<file path="src/rtl/stopwatch_pkg.sv">
// Shared types and limits for the stopwatch: FSM states, field widths and
// the packed hh:mm:ss:cc time value used by the counter and lap register.
package stopwatch_pkg;

  localparam int CS_MAX  = 99;
  localparam int SEC_MAX = 59;
  localparam int MIN_MAX = 59;

  localparam int HOUR_W = 5;
  localparam int MIN_W  = 6;
  localparam int SEC_W  = 6;
  localparam int CS_W   = 7;

  typedef enum logic [2:0] {
    ST_IDLE,
    ST_RUN,
    ST_PAUSE,
    ST_LAP,
    ST_LAP_PAUSE
  } state_t;

  typedef struct packed {
    logic [HOUR_W-1:0] hh;
    logic [MIN_W-1:0]  mm;
    logic [SEC_W-1:0]  ss;
    logic [CS_W-1:0]   cc;
  } time_t;

  // States in which the live count advances on a tick.
  function automatic logic is_counting(state_t s);
    return (s == ST_RUN) || (s == ST_LAP);
  endfunction

  // States in which the display shows the frozen lap value.
  function automatic logic is_lapped(state_t s);
    return (s == ST_LAP) || (s == ST_LAP_PAUSE);
  endfunction

endpackage

</file>
<file path="src/rtl/stopwatch_controller_if.sv">
// Button/tick inputs and time display outputs of the stopwatch.
// master drives buttons and reads the display; slave is the controller.
interface stopwatch_controller_if;
  import stopwatch_pkg::*;

  logic              tick_100hz;
  logic              btn_start_stop;
  logic              btn_lap;
  logic              btn_clear;
  logic [HOUR_W-1:0] hours;
  logic [MIN_W-1:0]  minutes;
  logic [SEC_W-1:0]  seconds;
  logic [CS_W-1:0]   centiseconds;
  logic              running;
  logic              lap_active;

  modport master (
    output tick_100hz, btn_start_stop, btn_lap, btn_clear,
    input  hours, minutes, seconds, centiseconds, running, lap_active
  );

  modport slave (
    input  tick_100hz, btn_start_stop, btn_lap, btn_clear,
    output hours, minutes, seconds, centiseconds, running, lap_active
  );
endinterface

</file>
<file path="src/rtl/time_counter.sv">
// Cascaded hh:mm:ss:cc counter with enable and synchronous clear; hours
// wrap from HOUR_MAX back to zero.
module time_counter
  import stopwatch_pkg::*;
#(
  parameter int HOUR_MAX = 23
) (
  input  logic  clock,
  input  logic  reset,
  input  logic  enable,
  input  logic  clear,
  output time_t count
);

  time_t count_reg;

  // Compare with '<' so a field can never step past its maximum.
  always_ff @(posedge clock or posedge reset) begin
    if (reset) begin
      count_reg <= '0;
    end else if (clear) begin
      count_reg <= '0;
    end else if (enable) begin
      if (count_reg.cc < CS_W'(CS_MAX)) begin
        count_reg.cc <= count_reg.cc + 1'b1;
      end else begin
        count_reg.cc <= '0;
        if (count_reg.ss < SEC_W'(SEC_MAX)) begin
          count_reg.ss <= count_reg.ss + 1'b1;
        end else begin
          count_reg.ss <= '0;
          if (count_reg.mm < MIN_W'(MIN_MAX)) begin
            count_reg.mm <= count_reg.mm + 1'b1;
          end else begin
            count_reg.mm <= '0;
            if (count_reg.hh < HOUR_W'(HOUR_MAX)) begin
              count_reg.hh <= count_reg.hh + 1'b1;
            end else begin
              count_reg.hh <= '0;
            end
          end
        end
      end
    end
  end

  assign count = count_reg;

endmodule

</file>
<file path="src/rtl/stopwatch_controller.sv">
// Stopwatch top: run/pause/lap FSM, lap register and registered display mux
// in front of the cascaded time counter.
module stopwatch_controller
  import stopwatch_pkg::*;
#(
  parameter int HOUR_MAX = 23
) (
  input logic                    clock,
  input logic                    reset,
  stopwatch_controller_if.slave  sw
);

  state_t state_reg;
  time_t  lap_reg;
  time_t  display_reg;
  logic   running_reg;
  logic   lap_active_reg;
  time_t  live;
  logic   count_en;

  // A tick in a transition cycle follows the pre-edge state; clear beats it.
  assign count_en = sw.tick_100hz && is_counting(state_reg);

  time_counter #(
    .HOUR_MAX(HOUR_MAX)
  ) u_counter (
    .clock  (clock),
    .reset  (reset),
    .enable (count_en),
    .clear  (sw.btn_clear),
    .count  (live)
  );

  always_ff @(posedge clock or posedge reset) begin
    if (reset) begin
      state_reg      <= ST_IDLE;
      lap_reg        <= '0;
      display_reg    <= '0;
      running_reg    <= 1'b0;
      lap_active_reg <= 1'b0;
    end else begin
      running_reg    <= is_counting(state_reg);
      lap_active_reg <= is_lapped(state_reg);
      display_reg    <= is_lapped(state_reg) ? lap_reg : live;

      // Priority clear > start_stop > lap; losers in the same cycle are dropped.
      if (sw.btn_clear) begin
        state_reg <= ST_IDLE;
        lap_reg   <= '0;
      end else if (sw.btn_start_stop) begin
        case (state_reg)
          ST_IDLE:      state_reg <= ST_RUN;
          ST_RUN:       state_reg <= ST_PAUSE;
          ST_PAUSE:     state_reg <= ST_RUN;
          ST_LAP:       state_reg <= ST_LAP_PAUSE;
          ST_LAP_PAUSE: state_reg <= ST_LAP;
          default:      state_reg <= ST_IDLE;
        endcase
      end else if (sw.btn_lap) begin
        case (state_reg)
          ST_RUN: begin
            state_reg <= ST_LAP;
            lap_reg   <= live;
          end
          ST_LAP:       state_reg <= ST_RUN;
          ST_LAP_PAUSE: state_reg <= ST_PAUSE;
          default:      state_reg <= state_reg;
        endcase
      end
    end
  end

  assign sw.hours        = display_reg.hh;
  assign sw.minutes      = display_reg.mm;
  assign sw.seconds      = display_reg.ss;
  assign sw.centiseconds = display_reg.cc;
  assign sw.running      = running_reg;
  assign sw.lap_active   = lap_active_reg;

endmodule

</file>
<file path="src/flat_wrapper.sv">
// flat-port wrapper written by rule: the top's interface ports become plain ports
module stopwatch_controller_flat import stopwatch_pkg::*;
#(
  parameter int HOUR_MAX = 23
)
  (clock, reset, sw_tick_100hz, sw_btn_start_stop, sw_btn_lap, sw_btn_clear, sw_hours, sw_minutes, sw_seconds, sw_centiseconds, sw_running, sw_lap_active);
  stopwatch_controller_if sw_i ();
  input logic clock;
  input logic reset;
  input wire logic [$bits(sw_i.tick_100hz)-1:0] sw_tick_100hz;
  input wire logic [$bits(sw_i.btn_start_stop)-1:0] sw_btn_start_stop;
  input wire logic [$bits(sw_i.btn_lap)-1:0] sw_btn_lap;
  input wire logic [$bits(sw_i.btn_clear)-1:0] sw_btn_clear;
  output wire logic [$bits(sw_i.hours)-1:0] sw_hours;
  output wire logic [$bits(sw_i.minutes)-1:0] sw_minutes;
  output wire logic [$bits(sw_i.seconds)-1:0] sw_seconds;
  output wire logic [$bits(sw_i.centiseconds)-1:0] sw_centiseconds;
  output wire logic [$bits(sw_i.running)-1:0] sw_running;
  output wire logic [$bits(sw_i.lap_active)-1:0] sw_lap_active;
  assign sw_i.tick_100hz = sw_tick_100hz;
  assign sw_i.btn_start_stop = sw_btn_start_stop;
  assign sw_i.btn_lap = sw_btn_lap;
  assign sw_i.btn_clear = sw_btn_clear;
  assign sw_hours = sw_i.hours;
  assign sw_minutes = sw_i.minutes;
  assign sw_seconds = sw_i.seconds;
  assign sw_centiseconds = sw_i.centiseconds;
  assign sw_running = sw_i.running;
  assign sw_lap_active = sw_i.lap_active;
  stopwatch_controller #(.HOUR_MAX(HOUR_MAX)) u_core (.clock(clock), .reset(reset), .sw(sw_i));
endmodule
</file>
<file path="config.mk">
export PLATFORM = sky130hd
export DESIGN_NAME = stopwatch_controller_flat
export DESIGN_NICKNAME = d
export VERILOG_FILES = /design/src/rtl/stopwatch_pkg.sv /design/src/rtl/stopwatch_controller_if.sv /design/src/rtl/time_counter.sv /design/src/rtl/stopwatch_controller.sv /design/src/flat_wrapper.sv
export SDC_FILE = /design/constraint.sdc
export NUM_CORES = 1
export LEC_CHECK = 0
export BUFFER_PORTS_ARGS = -buffer_cell sky130_fd_sc_hd__clkbuf_2
export CAP_MARGIN = 10
export CORE_ASPECT_RATIO = 1.5
export CORE_MARGIN = 1
export CORE_UTILIZATION = 30
export CTS_CLUSTER_SIZE = 12
export DETAILED_ROUTE_END_ITERATION = 8
export GPL_TIMING_DRIVEN = 0
export HOLD_SLACK_MARGIN = 0.03
export PLACE_DENSITY = 0.55
export RECOVER_POWER = 50
export SYNTH_ARGS = -nofsm -noshare
export SYNTH_HDL_FRONTEND = slang
export SYNTH_SLANG_ARGS = --single-unit
</file>
<file path="constraint.sdc">
create_clock -name clock -period 2.6 [get_ports clock]
set_input_delay 0.26 -clock clock [delete_from_list [all_inputs] [get_ports clock]]
set_output_delay 0.26 -clock clock [all_outputs]
set_load 0.005 [all_outputs]
</file>
==> summary.md, run 1 <==
| Metric | Value |
|---|---|
| Crit-path max FO | `10` |
| Worst vdd ir | `roughly 0.29 mV` |
| Clk buf depth | `2` |
| Reg2Reg Launch Point | `u_core.state_reg[0]$_DFFE_PP0P_` |
| CTS Buf Count | `9` |
| Worst Hold Slack | `approximately 230 ps` |
| Critical path, cell by cell | `clkbuf_1 -> nor2_1 -> a21oi_1 -> buf_2 -> mux2_2` |
| Worst setup SP type | `flop` |
| CP required | `about 2800 ps` |
| Wire length per cell | `around 14 um` |
| Setup_tns | `0 ps` |
| Final hold violations | `0` |
| Leakage power | `roughly 1.9 nW` |
| Hold EP | `u_core.state_reg[1]$_DFFE_PP0P_` |
| Post-Route WL | `roughly 7600 um` |
| Core outline area | `~11000 um2` |
| Max_slew headroom | `0.199` |
| First-pass GRT wire length | `12800 um` |
| Max incr delay on CP | `590 ps` |
| Slew Limit Fails | `0` |
| Slowest stage cell, crit path | `a21oi_1` |
| Initial core utilization | `0.307` |
| Crit Path Class | `flop to flop` |
| RSZ-0062 raised after global routing | `false` |
| Fillcell total | `about 1100` |
| CTS root buffer | `clkbuf_16` |
| Layout area overhead | `19.8%` |
| Synth Flop Type | `dfrtp_1` |
| Die width | `about 90 um` |
| Synth Cell Area | `between 3000 and 4000 um2` |
| Register area share after synthesis | `0.547` |
| Final Wtd Congestion | `between 0.8 and 0.9` |
| Most frequent cell after synthesis | `dfrtp_1` |
| Crit-path leading delay family | `buffers and inverters` |
| Reg2Reg Depth | `5` |
| Share of layout cells above drive strength 1 | `0.214` |
| Initial drt markers | `92` |
| Top cell types by occurrence after synthesis | `77 x dfrtp_1, 37 x o21ai_0, 31 x nand2_1` |
| Vias per cell | `a little under 5` |
| Row count | `48` |
| Vias in the first global route | `roughly 2500` |
| Async set-reset flop share out of synthesis | `1.00` |
| Net Count, Synth | `~330` |
| Reg-to-Reg End | `u_core.sw.seconds[1]$_DFF_PP0_` |
| Synth area leader | `dfrtp_1` |
| Reg clk slew, reported paths | `60 ps` |
| WP data arrival | `roughly 2400 ps` |
| # port buffers | `31` |
| Maximum clock rate | `roughly 450 MHz` |
| Final nets | `378` |
| Synth warnings | `0` |
| Status | `completed` |
| Clock Sinks | `slightly below 80` |
| I/O pins | `32` |
| Setup slack, reg-to-reg | `400 ps` |
| Via count | `approximately 2600` |
| Antenna violations before repair | `0` |
| Cell variety after synth | `49` |
| Worst setup EP type | `flop` |
| Post-DP HPWL | `~5400 um` |
| Slew @ Worst Pin | `around 1200 ps` |
| ANT nets after route | `0` |
| H-tree depth | `3` |
| Pwr Density | `~750 nW/um2` |
| Largest net degree at the start of global routing | `roughly 50` |
| Layout Skew | `between 6 and 7 ps` |
| Worst hold start | `sw_btn_start_stop` |
| Syn Inst Count | `approximately 320` |
| Syn_area_per_cell | `roughly 11 um2` |
| 1st-pass router iterations | `4` |
| Period utilization | `0.845` |
| Diode count | `0` |
| Setup violations, final | `0` |
| Ranking of synthesized cells by area | `dfrtp_1 55%, mux2_2 8.0%, o21ai_0 5.3%` |
| Die area | `12200 um2` |
| Hold path depth | `2` |
| CTS tree | `yes` |
| Yosys reg bits | `slightly below 80` |
| Total grt overflow | `0` |
| Post-synth top area share | `0.547` |
| Period minus WS final | `about 2200 ps` |
| EDFF count, synth | `0` |
| Setup bufs post-CTS | `0` |
| Die height | `between 100 and 150 um` |
| MaxCap Viol Count | `0` |
| Residual DRC | `0` |
| Clock Latency Late Sink | `~340 ps` |
| Total track usage | `0.138` |
| Buf/Inv on CP | `2` |
| Hold Crit Class | `primary input to flop` |
-- where the power goes --
| part | total (W) | switching (W) | internal, W | leakage [nW] |
|---|---|---|---|---|
| sequential | 0.00140 | 0.0000910 | 0.00131 | 1.04 |
| combinational | 0.000343 | 0.000187 | 0.000156 | 0.684 |
| clock | 0.00144 | 0.000497 | 0.000941 | 0.162 |
-- placed cells by master, fill, tap and decap left out, types with 3 or more instances in the layout --
cell type	Yosys	routed
dfrtp_1	77	77
o21ai_0	37	37
nand2_1	31	31
nand2b_1	25	25
mux2_2	25	25
clkbuf_2	0	23
clkbuf_1	12	20
nor2_1	19	19
a21oi_1	10	10
clkbuf_16	0	9
nand3_1	8	8
o31ai_1	7	7
inv_1	6	5
buf_2	5	4
nor3_1	4	4
or4_1	4	4
ha_1	4	4
buf_6	3	3
nor3b_1	3	3
o21a_1	3	3
nor4_1	3	3
a211o_1	3	3
bufinv_16	0	3
-- what timing repair did --
item	in CTS	in global routing
resized for setup	0	0
endpoints found under the hold margin	27	0
hold buffers	1	0
-- kinds of logic (layout without fill, tap and decap cells) --
logic type      count (synthesis)  after routing  synth area share
xor+xnor                        3              3           0.00746
mux                            27             27            0.0870
fa+ha+maj                       4              4            0.0142
compound gates                 77             77             0.146
buf+inv                        28             77            0.0391
simple gates                  108            108             0.159
flops                          77             77             0.547
-- routing by layer --
| layer | vias to the layer above | part of all wire | global-route usage |
|---|---|---|---|
| met1 | 1252 | 0.42 | 0.153 |
| li1 | 1247 | - | - |
| met3 | 15 | 0.032 | 0.0349 |
| met4 | 0 | 0.031 | 0.0735 |
| met5 | - | 0 | 0 |
| met2 | 43 | 0.52 | 0.240 |
-- final cells by class --
type                            instances  area, um2  share of cell area
Tap cell                              150        188              0.0445
Clock inverter                          7        123              0.0291
Clock buffer                            9        225              0.0534
Timing Repair Buffer                   33        163              0.0385
Inverter                                6       23.8             0.00563
Sequential cell                        77       1930               0.457
Multi-Input combinational cell        219       1460               0.345
Buffer                                 22        114              0.0270
-- worst max-delay path by stage --
stage / startpoint / to / slack [ps] / cells after the start
6_report: u_core.state_reg[0]$_DFFE_PP0P_ / u_core.sw.seconds[1]$_DFF_PP0_ / 400 / 5
3_3_place_gp: reset / u_core.sw.hours[0]$_DFF_PP0_ / -630 / 2
5_1_grt: u_core.state_reg[0]$_DFFE_PP0P_ / u_core.sw.seconds[1]$_DFF_PP0_ / 200 / 5
3_5_place_dp: sw_btn_clear / u_core.u_counter.count[16]$_DFFE_PP0P_ / 310 / 7
2_1_floorplan: reset / u_core.lap_reg[0]$_DFFE_PP0P_ / 370 / 1
4_1_cts: u_core.u_counter.count[7]$_DFFE_PP0P_ / u_core.u_counter.count[17]$_DFFE_PP0P_ / 460 / 6
-- through the flow --
stage	cells	power, W	instance area, um2	util	setup WS (ps)
after floorplan	324	0.00163	3520	-	373
after global placement	505	0.00176	3860	0.337	-631
after detailed placement	506	0.00178	3890	0.340	308
after CTS	523	0.00324	4250	0.371	458
after global routing	523	0.00333	4220	0.368	200
final	523	0.00318	4220	0.368	402
-- worst register-to-register path, cell delays in order, from the launching register on --
cell and delay, ps:
dfrtp_1 320, clkbuf_1 280, nor2_1 110, a21oi_1 590, buf_2 400, mux2_2 390
No activity file was read; power rests on OpenSTA's default activity.
==> run 2: changes to the inputs <==
clock period = 2.2 ns   (was 2.6 ns; I/O delays follow)
==> summary.md, run 2 (same netlist as run 1, synthesis figures left out) <==
| Metric | Value |
|---|---|
| Most frequent cells in the layout | `77 x dfrtp_1, 37 x o21ai_0, 31 x nand2_1` |
| # port buffers | `31 (unchanged)` |
| Critical path, cell by cell | `clkbuf_1 -> or4_4 -> a21oi_4 -> or3_1 -> buf_2 -> mux2_4` |
| Clock Sinks | `77 (unchanged)` |
| Residual DRC | `0 (unchanged)` |
| Setup_tns | `0 ps (unchanged)` |
| Hold EP | `u_core.state_reg[1]$_DFFE_PP0P_` |
| I/O pins | `32 (unchanged)` |
| Placed Cells | `506 (unchanged)` |
| CTS root buffer | `clkbuf_16` |
| Slew Limit Fails | `0 (unchanged)` |
| GR peak layer | `met2` |
| Reg2Reg Depth | `6 (+1)` |
| CTS tree | `yes` |
| MaxCap Viol Count | `0 (unchanged)` |
| Layout area overhead | `20.7%` |
| Final Non-Filler Cells | `523 (unchanged)` |
| CP required | `2420 ps (-400 ps)` |
| RSZ-0062 raised after global routing | `false` |
| Final nets | `378 (unchanged)` |
| Fillcell total | `1113 (-0.54%)` |
| Hold Crit Class | `primary input to flop` |
| Total track usage | `0.138 (unchanged)` |
| Via count | `2562 (+0.20%)` |
| Setup slack after layout | `118 ps (-284 ps)` |
| Final Wtd Congestion | `0.828 (unchanged)` |
| Reg clk slew, reported paths | `60 ps (about the same)` |
| Worst setup SP type | `flop` |
| Vias in the first global route | `2497 (unchanged)` |
| Crit-path max FO | `8 (-2)` |
| Max incr delay on CP | `560 ps (-30 ps)` |
| Worst Hold Slack | `190 ps (-37.5 ps)` |
| Leakage power | `1.90 nW (+1.2%)` |
| Most common cell after layout, fill and taps aside | `dfrtp_1` |
| Diode count | `0 (unchanged)` |
| Status | `completed` |
| Met2 Track Usage GR | `0.240 (unchanged)` |
| 1st-pass router iterations | `5 (+1)` |
| Register area | `1930 um2 (unchanged)` |
| Largest net degree at the start of global routing | `51 (unchanged)` |
| ANT nets after route | `0 (unchanged)` |
| Worst setup EP type | `flop` |
| CTS Buf Count | `9 (unchanged)` |
| Die area | `12200 um2 (unchanged)` |
| Die height | `135 um (unchanged)` |
| First-pass GRT wire length | `12800 um (unchanged)` |
| Vias per cell | `4.90 (+0.20%)` |
| M3 GR Usage | `0.0349 (unchanged)` |
| Multi-input gate area | `1460 um2 (+0.43%)` |
| Antenna violations before repair | `0 (unchanged)` |
| Initial drt markers | `100 (+8.7%)` |
| Post-DP HPWL | `5360 um (unchanged)` |
| Period utilization | `0.946 (+0.101)` |
| Post-Route WL | `7600 um (+0.54%)` |
| Wire length per cell | `14.5 um (+0.54%)` |
| Worst vdd ir | `0.346 mV (+18%)` |
| Period minus WS final | `2080 ps (-116 ps)` |
| CP startpoint | `u_core.u_counter.count[2]$_DFFE_PP0P_` |
| Setup slack, reg-to-reg | `120 ps (-280 ps)` |
| Placement Setup Slack | `-51.7 ps (-360 ps)` |
| Setup violations, final | `0 (unchanged)` |
| H-tree depth | `3 (unchanged)` |
| Core outline area | `11500 um2 (unchanged)` |
| Setup bufs post-CTS | `0 (unchanged)` |
| Crit Path Class | `flop to flop` |
| Total grt overflow | `0 (unchanged)` |
| Reg2Reg Launch Point | `u_core.u_counter.count[2]$_DFFE_PP0P_` |
| Share of layout cells above drive strength 1 | `0.231 (+0.0161)` |
| Buf/Inv on CP | `2 (unchanged)` |
| Die width | `90.5 um (unchanged)` |
| Slew @ Worst Pin | `1300 ps (+105 ps)` |
| Hold path depth | `2 (unchanged)` |
| Layout Skew | `6.11 ps (-0.0234 ps)` |
| Final hold violations | `0 (unchanged)` |
| Slowest stage cell, crit path | `or4_4` |
| Crit-path leading delay family | `simple AND/OR/NAND/NOR gates` |
| Pwr Density | `885 nW/um2 (+18%)` |
| Max_slew headroom | `0.129 (-0.0705)` |
| Worst hold start | `sw_btn_start_stop` |
| Row count | `48 (unchanged)` |
| Clock Latency Late Sink | `340 ps (about the same)` |
| WP data arrival | `2300 ps (-120 ps)` |
| Reg-to-Reg End | `u_core.u_counter.count[19]$_DFFE_PP0P_` |
| Initial core utilization | `0.307 (unchanged)` |
| Clk buf depth | `2 (unchanged)` |
| Met1 Track Usage GR | `0.153 (unchanged)` |
| Maximum clock rate | `480 MHz (+5.6%)` |
==> run 2: worst reg2reg max path, stage by stage, from the launching register on <==
cell and delay (ps):
dfrtp_1 350, clkbuf_1 190, or4_4 560, a21oi_4 240
or3_1 150, buf_2 170, mux2_4 310
==> run 2: final cells by class <==
class                           instances  area share
Tap cell                              150      0.0441
Multi-Input combinational cell        219       0.344
Inverter                                6     0.00559
Clock buffer                            9      0.0530
Buffer                                 22      0.0280
Timing Repair Buffer                   33      0.0430
Clock inverter                          7      0.0288
Sequential cell                        77       0.453
==> run 2: per-stage QoR <==
step / area (um2) / total power [W] / util
finish: 4250 / 0.00376 / 0.371
global route: 4250 / 0.00394 / 0.371
CTS: 4250 / 0.00383 / 0.371
detailed placement: 3890 / 0.00210 / 0.340
global placement: 3860 / 0.00208 / 0.337
floorplan: 3520 / 0.00193 / -
==> run 2: timing repair <==
item,in CTS,in global routing
hold buffers,1,0
resized for setup,0,8
endpoints found under the setup margin,0,23
hold endpoints to repair,27,0
==> run 2: routing by layer <==
layer | wire [um] | part of all wire
met1 | 3210 | 0.42
met2 | 3940 | 0.52
met3 | 223 | 0.029
met4 | 227 | 0.030
met5 | 0 | 0
==> run 2: worst max-delay path by stage <==
stage / depth (start not counted) / end
CTS: 6 / u_core.u_counter.count[17]$_DFFE_PP0P_
finish: 6 / u_core.u_counter.count[19]$_DFFE_PP0P_
floorplan: 1 / u_core.lap_reg[0]$_DFFE_PP0P_
global placement: 2 / u_core.sw.hours[0]$_DFF_PP0_
detailed placement: 7 / u_core.u_counter.count[16]$_DFFE_PP0P_
global route: 6 / u_core.u_counter.count[7]$_DFFE_PP0P_
==> run 2: power by group <==
part / leakage [nW] / total, W / internal (W) / switching, W
registers: 1.04 / 0.00165 / 0.00154 / 0.000108
clock network: 0.162 / 0.00170 / 0.00111 / 0.000585
logic: 0.706 / 0.000413 / 0.000190 / 0.000223
total: 1.90 / 0.00376 / 0.00285 / 0.000916
==> run 3: changes to the inputs <==
ABC_AREA = 1   (was not set)
==> summary.md, run 3 <==
| Metric | Value |
|---|---|
| Diode count | `0 (unchanged)` |
| Vias per cell | `4.63 (-5.5%)` |
| Antenna violations before repair | `0 (unchanged)` |
| Status | `completed` |
| Slew @ Worst Pin | `1090 ps (-211 ps)` |
| Synth Flop Type | `dfrtp_1` |
| Final nets | `458 (+21%)` |
| Synth area leader | `dfrtp_1` |
| Top cell types by occurrence after synthesis | `127 x nand2_1, 77 x dfrtp_1, 37 x inv_1` |
| Fin area | `4300 um2 (+1.1%)` |
| H-tree depth | `3 (unchanged)` |
| Residual DRC | `0 (unchanged)` |
| CP required | `2410 ps (about the same)` |
| Syn Inst Count | `405 (+25%)` |
| Final hold violations | `0 (unchanged)` |
| Cell variety after synth | `29 (-41%)` |
| Post-Route WL | `7860 um (+3.4%)` |
| Crit-path max FO | `10 (+2)` |
| Clock Latency Late Sink | `340 ps (about the same)` |
| WP data arrival | `1930 ps (-370 ps)` |
| 1st-pass router iterations | `5 (unchanged)` |
| Placement Setup Slack | `641 ps (+692 ps)` |
| Synth Cell Area | `3560 um2 (+1.0%)` |
| Most frequent cell after synthesis | `nand2_1` |
| Internal power | `0.00306 W (+7.6%)` |
| Worst vdd ir | `0.410 mV (+19%)` |
| Ranking of synthesized cells by area | `dfrtp_1 54%, nand2_1 13%, o31ai_1 4.6%` |
| CTS resizes | `0 (unchanged)` |
| Multi-input gate area | `1320 um2 (-9.7%)` |
| Initial drt markers | `158 (+58%)` |
| Post-DP HPWL | `5650 um (+5.6%)` |
| EDFF count, synth | `0 (unchanged)` |
| Combinational fraction of design power | `0.116 (+0.006)` |
| RSZ-0062 raised after global routing | `false` |
| Hold Crit Class | `primary input to flop` |
| Worst setup SP type | `flop` |
| Slew Limit Fails | `0 (unchanged)` |
| I/O pins | `32 (unchanged)` |
| Reg clk slew, reported paths | `60 ps (about the same)` |
| Max_slew headroom | `0.270 (+0.142)` |
| Worst Hold Slack | `161 ps (-29.4 ps)` |
| Sw power | `0.000967 W (+5.5%)` |
| Setup violations, final | `0 (unchanged)` |
| Yosys reg bits | `77 (unchanged)` |
| Core outline area | `11500 um2 (+0.52%)` |
| Clk buf depth | `2 (unchanged)` |
| Leakage power | `2.03 nW (+6.8%)` |
| Fillcell total | `1211 (+8.8%)` |
| Total grt overflow | `0 (unchanged)` |
| MaxCap Viol Count | `0 (unchanged)` |
| Final Wtd Congestion | `0.857 (+3.6%)` |
| Reg power frac | `0.399 (-0.040)` |
| Via count | `2791 (+8.9%)` |
| Pwr Density | `937 nW/um2 (+5.9%)` |
| Initial core utilization | `0.309 (+0.00155)` |
| Layout Skew | `5.83 ps (-0.275 ps)` |
| # port buffers | `30 (-3.2%)` |
| Register area share after synthesis | `0.541 (-0.00558)` |
| Placed cell areas | `3930 um2 (+0.80%)` |
| Clock Sinks | `77 (unchanged)` |
| Vias in the first global route | `2803 (+12%)` |
| Async set-reset flop share out of synthesis | `1.00 (unchanged)` |
| Period minus WS final | `1720 ps (-366 ps)` |
| First-pass GRT wire length | `13600 um (+5.9%)` |
| Worst setup EP type | `flop` |
| Row count | `48 (unchanged)` |
| ANT nets after route | `0 (unchanged)` |
| Layout area overhead | `20.9%` |
| Register area | `1930 um2 (unchanged)` |
| Largest net degree at the start of global routing | `56 (+9.8%)` |
| Most common cell after layout, fill and taps aside | `nand2_1` |
| Setup slack after layout | `485 ps (+366 ps)` |
| CTS tree | `yes` |
| Maximum clock rate | `583 MHz (+21%)` |
| Wire length per cell | `13.0 um (-10%)` |
| Syn_area_per_cell | `8.79 um2 (-19%)` |
| Total track usage | `0.143 (+0.00530)` |
| Die height | `135 um (+0.50%)` |
| Post-synth top area share | `0.541 (-0.00558)` |
| CTS root buffer | `clkbuf_16` |
| Sw frac | `0.240 (-0.00353)` |
| Net Count, Synth | `415 (+24%)` |
| Die width | `90.9 um (+0.50%)` |
| Clk pwr share | `0.485 (+0.034)` |
| Period utilization | `0.780 (-0.167)` |
| Share of layout cells above drive strength 1 | `0.155 (-0.0760)` |
| Die area | `12300 um2 (+1.0%)` |
| Layout Utilization | `0.373 (+0.00230)` |
| Synth warnings | `0 (unchanged)` |
| CTS Buf Count | `9 (unchanged)` |
| Most frequent cells in the layout | `127 x nand2_1, 77 x dfrtp_1, 36 x inv_1` |
| Crit Path Class | `flop to flop` |
run 3: cell types whose count changed in the layout (fill, tap and decap cells not counted), moves of 13 or more:
cell and change:
o31ai_1 +15, inv_1 +31, mux2_2 -25, nand2_1 +96, nand3_1 +14, nand2b_1 -25, o21ai_1 +13
run 3: worst paths after layout:
kind	startpoint	to	slack, ps	cells past startpoint
hold / removal	sw_btn_clear	u_core.lap_reg[20]$_DFFE_PP0P_	160	2
hold reg to reg	u_core.lap_reg[10]$_DFFE_PP0P_	u_core.lap_reg[10]$_DFFE_PP0P_	480	2
min in group asynchronous	reset	u_core.sw.seconds[2]$_DFF_PP0_	620	3
setup reg to reg	u_core.state_reg[2]$_DFFE_PP0P_	u_core.sw.minutes[5]$_DFF_PP0_	480	6
setup / recovery	u_core.state_reg[2]$_DFFE_PP0P_	u_core.sw.minutes[5]$_DFF_PP0_	480	6
max in group asynchronous	reset	u_core.sw.lap_active$_DFF_PP0_	830	4
run 3: power by group through the flow:
stage               Sequential, W  Combinational [W]  Clock [W]
finish                    0.00161           0.000468    0.00195
global route              0.00162           0.000537    0.00205
CTS                       0.00161           0.000494    0.00200
detailed placement        0.00163           0.000491          0
global placement          0.00163           0.000479          0
floorplan                 0.00162           0.000328          0
run 3: area by class of cell:
class,instances,share of cell area
Inverter,42,0.0381
Tap cell,150,0.0436
Sequential cell,77,0.448
Clock buffer,10,0.0556
Timing Repair Buffer,32,0.0402
Buffer,17,0.0305
Clock inverter,6,0.0367
Multi-Input combinational cell,269,0.307
run 3: critical path, cell delays in order, from the launching register on:
cell and delay [ps]:
dfrtp_1 420, nor2_1 410, inv_2 100, o21ai_2 210, buf_6 190, buf_6 160
o21ai_1 90
run 3: through the flow:
stage / std cells / TNS [ps] / power, W
2_1_floorplan: 405 / 0 / 0.00195
3_3_place_gp: 585 / -75910 / 0.00211
3_5_place_dp: 586 / 0 / 0.00212
4_1_cts: 603 / 0 / 0.00410
5_1_grt: 603 / 0 / 0.00421
6_report: 603 / 0 / 0.00403
run 3: what timing repair did:
action / 4_1_cts / 5_1_grt
hold buffers: 1 / 0
buffers inserted: 0 / 0
hold endpoints to repair: 22 / 0
run 3: cell families (layout without fill, tap and decap cells):
family | count (synthesis) | after routing | share of synthesized area
AO/OA/AOI/OAI | 78 | 78 | 0.136
XOR/XNOR | 3 | 3 | 0.00739
adder cells (fa/ha/maj) | 4 | 4 | 0.0141
buffers and inverters | 59 | 107 | 0.0826
flip-flops | 77 | 77 | 0.541
AND/OR/NAND/NOR | 184 | 184 | 0.218
run 3: per-layer routing:
metal,share of wire,global-route usage,routed length (um),vias to the layer above
met1,0.41,0.159,3240,1338
met5,0,0,0,-
met4,0.026,0.0750,201,0
li1,-,-,-,1402
met2,0.54,0.257,4240,36
met3,0.024,0.0275,188,15
